===== src/rtl/lock_pkg.sv =====
// Shared definitions for the door-lock feedback scheduler: FSM states,
// matrix/buzzer codes and LED bar patterns.
package lock_pkg;

    typedef enum logic [2:0] {
        IDLE,
        OK_SWEEP,
        CHG_HOLD,
        ERR,
        LOCKOUT
    } state_t;

    localparam logic [1:0] LS_IDLE  = 2'd0;
    localparam logic [1:0] LS_OPEN  = 2'd1;
    localparam logic [1:0] LS_SETUP = 2'd2;
    localparam logic [1:0] LS_ALARM = 2'd3;

    localparam logic [1:0] TONE_SILENT = 2'd0;
    localparam logic [1:0] TONE_OK     = 2'd1;
    localparam logic [1:0] TONE_ERR    = 2'd2;
    localparam logic [1:0] TONE_ALARM  = 2'd3;

    localparam logic [7:0] PAT_ALT  = 8'hAA;
    localparam logic [7:0] PAT_FULL = 8'hFF;

    // Sweep bar for step k: k low bits lit, dark for k==0 or k>8.
    function automatic logic [7:0] bar_fill(input logic [3:0] k);
        logic [8:0] m;
        m = (9'd1 << k) - 9'd1;
        return (k > 4'd8) ? 8'h00 : m[7:0];
    endfunction

endpackage


===== src/rtl/cycle_timer.sv =====
// Loadable down-counter; done is high for the last cycle of a loaded interval,
// so a load of N followed by a transition on done occupies exactly N cycles.
module cycle_timer #(
    parameter int CNT_W = 32
) (
    input  logic             clk,
    input  logic             reset,
    input  logic             load,
    input  logic [CNT_W-1:0] value,
    output logic             done
);

    logic [CNT_W-1:0] cnt;

    always_ff @(posedge clk or negedge reset) begin
        if (!reset)          cnt <= '0;
        else if (load)       cnt <= value;
        else if (cnt != '0)  cnt <= cnt - 1'b1;
    end

    assign done = (cnt == CNT_W'(1));

endmodule


===== src/rtl/indicator_scheduler.sv =====
// Arbitrates wrong-password / unlock / password-changed events and plays the
// matching LED, matrix, blink and buzzer sequence, including failure lockout.
module indicator_scheduler
    import lock_pkg::*;
#(
    parameter int STEP_CYCLES = 10240,
    parameter int CHG_CYCLES  = 51200,
    parameter int ERR_CYCLES  = 20480,
    parameter int LOCK_CYCLES = 204800,
    parameter int MAX_FAIL    = 3,
    parameter int CNT_W       = 32
) (
    input  logic       clk,
    input  logic       reset,
    input  logic       req_fail,
    input  logic       req_ok,
    input  logic       req_chg,
    output logic       ack_fail,
    output logic       ack_ok,
    output logic       ack_chg,
    output logic [7:0] LED,
    output logic       blink,
    output logic [1:0] led_state,
    output logic [1:0] tone,
    output logic       busy,
    output logic       locked,
    output logic [1:0] fail_cnt
);

    state_t           state, next_state;
    logic             grant_fail, grant_ok, grant_chg, entering;
    logic             dur_done, step_done, dur_load, step_load;
    logic [CNT_W-1:0] dur_value;
    logic [3:0]       step_q, step_d;
    logic [7:0]       led_d;
    logic             blink_d;
    logic [1:0]       ls_d, tone_d, fail_d;

    assign grant_fail = (state == IDLE) && req_fail;
    assign grant_ok   = (state == IDLE) && !req_fail && req_ok;
    assign grant_chg  = (state == IDLE) && !req_fail && !req_ok && req_chg;

    always_ff @(posedge clk or negedge reset) begin
        if (!reset) begin
            state     <= IDLE;
            step_q    <= '0;
            LED       <= '0;
            blink     <= 1'b0;
            led_state <= LS_IDLE;
            tone      <= TONE_SILENT;
            busy      <= 1'b0;
            locked    <= 1'b0;
            fail_cnt  <= '0;
            ack_fail  <= 1'b0;
            ack_ok    <= 1'b0;
            ack_chg   <= 1'b0;
        end else begin
            state     <= next_state;
            step_q    <= step_d;
            LED       <= led_d;
            blink     <= blink_d;
            led_state <= ls_d;
            tone      <= tone_d;
            busy      <= (next_state != IDLE);
            locked    <= (next_state == LOCKOUT);
            fail_cnt  <= fail_d;
            ack_fail  <= grant_fail;
            ack_ok    <= grant_ok;
            ack_chg   <= grant_chg;
        end
    end

    always_comb begin
        next_state = state;
        case (state)
            IDLE: begin
                if (grant_fail)     next_state = ERR;
                else if (grant_ok)  next_state = OK_SWEEP;
                else if (grant_chg) next_state = CHG_HOLD;
            end
            OK_SWEEP, CHG_HOLD, LOCKOUT: if (dur_done) next_state = IDLE;
            ERR: if (dur_done)
                next_state = (fail_cnt == 2'(MAX_FAIL)) ? LOCKOUT : IDLE;
            default: next_state = IDLE;
        endcase
    end

    // Every non-IDLE state reloads the duration timer on entry; the step timer
    // free-runs with auto-reload while sweeping or alternating.
    assign entering  = (next_state != state);
    assign dur_load  = entering && (next_state != IDLE);
    assign step_load = (entering && (next_state == OK_SWEEP || next_state == ERR)) ||
                       (step_done && (state == OK_SWEEP || state == ERR));

    always_comb begin
        dur_value = '0;
        case (next_state)
            OK_SWEEP: dur_value = CNT_W'(10 * STEP_CYCLES);
            CHG_HOLD: dur_value = CNT_W'(CHG_CYCLES);
            ERR:      dur_value = CNT_W'(ERR_CYCLES);
            LOCKOUT:  dur_value = CNT_W'(LOCK_CYCLES);
            default:  dur_value = '0;
        endcase
    end

    cycle_timer #(.CNT_W(CNT_W)) u_dur_timer (
        .clk   (clk),
        .reset (reset),
        .load  (dur_load),
        .value (dur_value),
        .done  (dur_done)
    );

    cycle_timer #(.CNT_W(CNT_W)) u_step_timer (
        .clk   (clk),
        .reset (reset),
        .load  (step_load),
        .value (CNT_W'(STEP_CYCLES)),
        .done  (step_done)
    );

    always_comb begin
        led_d   = '0;
        blink_d = 1'b0;
        ls_d    = LS_IDLE;
        tone_d  = TONE_SILENT;
        step_d  = step_q;
        case (next_state)
            OK_SWEEP: begin
                blink_d = 1'b1;
                ls_d    = LS_OPEN;
                tone_d  = TONE_OK;
                if (entering) begin
                    step_d = '0;
                    led_d  = '0;
                end else if (step_done) begin
                    step_d = step_q + 4'd1;
                    led_d  = bar_fill(step_d);
                end else begin
                    led_d  = LED;
                end
            end
            CHG_HOLD: begin
                blink_d = 1'b1;
                ls_d    = LS_SETUP;
                tone_d  = TONE_OK;
            end
            ERR: begin
                ls_d   = LS_ALARM;
                tone_d = TONE_ERR;
                if (entering)       led_d = PAT_ALT;
                else if (step_done) led_d = ~LED;
                else                led_d = LED;
            end
            LOCKOUT: begin
                blink_d = 1'b1;
                ls_d    = LS_ALARM;
                tone_d  = TONE_ALARM;
                led_d   = PAT_FULL;
            end
            default: ;
        endcase
    end

    always_comb begin
        fail_d = fail_cnt;
        if (grant_ok)
            fail_d = '0;
        else if (grant_fail && fail_cnt != 2'(MAX_FAIL))
            fail_d = fail_cnt + 2'd1;
        else if (state == LOCKOUT && dur_done)
            fail_d = '0;
    end

endmodule


===== config.mk =====
export PLATFORM = sky130hd
export DESIGN_NAME = indicator_scheduler
export DESIGN_NICKNAME = d
export VERILOG_FILES = /design/src/rtl/lock_pkg.sv /design/src/rtl/cycle_timer.sv /design/src/rtl/indicator_scheduler.sv
export SDC_FILE = /design/constraint.sdc
export NUM_CORES = 1
export LEC_CHECK = 0
export CELL_PAD_IN_SITES_DETAIL_PLACEMENT = 2
export CELL_PAD_IN_SITES_GLOBAL_PLACEMENT = 2
export CORE_UTILIZATION = 35
export DETAILED_ROUTE_END_ITERATION = 12
export GPL_ROUTABILITY_DRIVEN = 1
export GPL_TIMING_DRIVEN = 0
export MAX_ROUTING_LAYER = met4
export PLACE_DENSITY = 0.72
export SETUP_SLACK_MARGIN = 0.02
export SLEW_MARGIN = 25
export SYNTH_ARGS = -nofsm -noshare
export SYNTH_HDL_FRONTEND = slang
export SYNTH_SLANG_ARGS = --single-unit

===== constraint.sdc =====
create_clock -name clk -period 2.64 [get_ports clk]
set_input_delay 0.528 -clock clk [delete_from_list [all_inputs] [get_ports clk]]
set_output_delay 0.528 -clock clk [all_outputs]
set_load 0.03 [all_outputs]

==> reports/qor.txt <==
Main synth FF type -> dfrtp_1
Final worst slack -> -220 ps
Setup TNS -> -7370 ps
Number of remaining DRC errors -> 0
Worst slew pin tran -> 921 ps
Drt pass-1 iters -> 4
Internal Power -> 0.00360 W
Fin crit share -> 1.08
Worst-path clk slew -> 70 ps
CTS buffer count -> 9
Yosys cell types -> 54
H-tree depth -> 3
Leakage -> 2.94 nW
GR Util All Layers -> 0.233
Clock power frac -> 0.220
Max Fclk -> 350 MHz
Drt first-iter violations -> 200
Hold Violations, Final -> 0
Routability cong. -> 0.753
Worst skew pair latency -> 360 ps
Average cell area after synthesis -> 9.43 sq um
Share of layout cells above drive strength 1 -> 0.330
N_diodes -> 0
Pins Over Slew Limit -> 0
Final #Nets -> 635
WP data arrival -> 3140 ps
Logic pwr share -> 0.410
Syn Inst Count -> 515
Sw power -> 0.00240 W
Root Buffer -> clkbuf_16
Placeable Area -> 13400 sq um
Final min period -> 2860 ps
ANT nets after route -> 0
MaxCap Viol Count -> 0
Die ar. -> 14300 sq um
Failing checks -> setup timing
Final Skew -> 11.0 ps
Dpl hpwl -> 9.47 mm
Clock buffer depth -> 2
First-pass GRT wire length -> 25.6 mm
Setup WS pre-CTS -> -537 ps
Chip Height -> 120 microns
Area grow syn2layout -> 42.8%
Setup Crit Path Kind -> reg2reg
Sw Share -> 0.400
CTS tree -> yes
YS warnings -> 0
Share of the synthesized area in the top cell type -> 0.469
Vias in the first global route -> 4828
DR vias -> 4461
Pin count of the biggest net entering global routing -> 72
IO Pins -> 25
Initial core utilization -> 0.362
Part of the power in registers -> 0.370
Final wirelength -> 18.7 mm
Floorplan row count -> 42
Endpoint class of the critical path -> flop
GR Overflow Total -> 0
PwrDens -> 865 nW/um^2
Initial antenna violation count -> 0
Seq cells post-synth -> 91
Async set-reset flop share out of synthesis -> 1.00
Hold-fix buffers, CTS -> 0
Leading post-synthesis cells by cell area -> dfrtp_1 47%, xnor2_1 6.7%, nor2_1 6.5%, ha_1 3.1%, xor2_1 3.1%
Syn Nets -> 532
DR WL/cell -> 23.5 microns
Max Fanout on Critical Path -> 8
Critical path data required time -> 2920 ps
Synth Cell Area -> 4860 sq um
Setup-failing EPs final -> 74
Worst Setup Start Kind -> flop
Commonest cells post-synth -> 91 x dfrtp_1, 84 x nor2_1, 37 x nand2_1, 37 x xnor2_1, 29 x nor3_1
Post-synth EDFFs -> 0
RSZ-0062 raised after global routing -> true
Die X -> 120 microns
Peak supply drop -> 0.500 mV
Seq/Total Area, Yosys -> 0.469
Worst min path class -> in2async
Slew headroom -> 0.384
Via density per instance -> 5.59
Status -> finished, violations left
Sink Count -> 91
Port buffer count -> 23
Post-synth top area cell -> dfrtp_1
Most common cell in the synthesized netlist -> dfrtp_1
==> sequential cells by signal, summed over array words and instances (netlist names), 2 cells and up <==
register,flops
tone,2
u_dur_timer.cnt,32
LED,8
fail_cnt,2
led_state,2
step_q,4
state,3
u_step_timer.cnt,32
==> worst max-delay path, cell delays in order (launching register included) <==
cell,delay [ps]
dfrtp_1,390
or4_4,580
nor4b_4,430
nand4_1,200
buf_6,180
a31oi_4,250
buf_6,160
inv_6,50
o21ai_4,160
buf_12,170
a21oi_2,70
nor2_1,120
==> what timing repair did <==
action	4_1_cts	5_1_grt
hold endpoints to repair	0	0
buffers inserted	41	24
setup endpoints to repair	78	77
pin swaps	27	34
gates resized for setup	82	88
gates cloned	0	5
==> kinds of logic (layout without fill, tap and decap cells) <==
| family | count (synthesis) | after routing | share of synthesized area |
|---|---|---|---|
| DFF | 91 | 91 | 0.469 |
| adders and majority gates | 12 | 12 | 0.0309 |
| AOI/OAI and AO/OA | 81 | 81 | 0.107 |
| and+or+nand+nor | 244 | 244 | 0.262 |
| buffers and inverters | 30 | 137 | 0.0263 |
| muxes | 3 | 3 | 0.00670 |
| xor gates and xnor gates | 54 | 54 | 0.0974 |
==> per-stage QoR <==
step | power (W) | std cells | area (sq um) | util | hold WS (ps)
after detailed placement | 0.00390 | 715 | 5340 | 0.398 | 392
after CTS | 0.00556 | 769 | 6300 | 0.470 | 11.0
after global placement | 0.00378 | 714 | 5310 | 0.396 | 476
after global routing | 0.00628 | 798 | 6930 | 0.517 | 17.8
after floorplan | 0.00329 | 515 | 4860 | - | 232
final | 0.00600 | 798 | 6930 | 0.517 | 10.4
==> final timing paths <==
path / cells after the start / from / endpoint / slack, ps
min in group clk: 1 / LED[5] / LED[5] / 540
setup / recovery: 11 / u_dur_timer.cnt[22] / u_dur_timer.cnt[13] / -220
hold reg to reg: 1 / LED[5] / LED[5] / 540
setup reg to reg: 11 / u_dur_timer.cnt[22] / u_dur_timer.cnt[13] / -220
max in group asynchronous: 2 / reset / u_step_timer.cnt[24] / 1980
hold / removal: 1 / reset / u_dur_timer.cnt[3] / 10
==> final cells by class <==
class / count / area, sq um
multi-input combinational: 394 / 3100
sequential: 91 / 2280
buffer: 12 / 120
fill: 1335 / 6470
timing repair buffer: 94 / 877
tap: 176 / 220
clock inverter: 3 / 40.0
inverter: 16 / 65.1
clock buffer: 12 / 236
==> metal layers <==
layer / GRT usage / up-vias / share of wire
met2: 0.400 / 74 / 0.54
met1: 0.284 / 2307 / 0.41
met3: 0.0290 / 43 / 0.019
li1: - / 2037 / -
met4: 0.0766 / 0 / 0.034
met5: - / - / 0
==> power groups by stage <==
stage / clock, W / combinational, W / sequential [W]
after floorplan: 0 / 0.00102 / 0.00227
after global placement: 0 / 0.00163 / 0.00215
after detailed placement: 0 / 0.00172 / 0.00218
after CTS: 0.00132 / 0.00209 / 0.00215
after global routing: 0.00139 / 0.00264 / 0.00226
final: 0.00132 / 0.00246 / 0.00222
==> cell usage in the layout, fill, tap and decap left out, types with 5 or more instances in the layout <==
cell	instances
nand4_1	8
nor2_2	6
clkdlybuf4s50_1	22
nor2_4	11
a21oi_2	8
nand3_1	6
nor4_2	7
or4_4	6
inv_1	12
clkbuf_1	7
clkbuf_16	10
nand3_4	5
nor2_1	67
ha_1	10
or2_2	6
xor2_1	14
or4_1	10
nor4_1	7
dfrtp_1	90
or3_1	11
buf_6	15
nor3_1	23
xnor2_1	31
nand2_1	35
a21oi_1	17
buf_4	54
o21ai_0	15
Power figures use the tool's default switching activity.
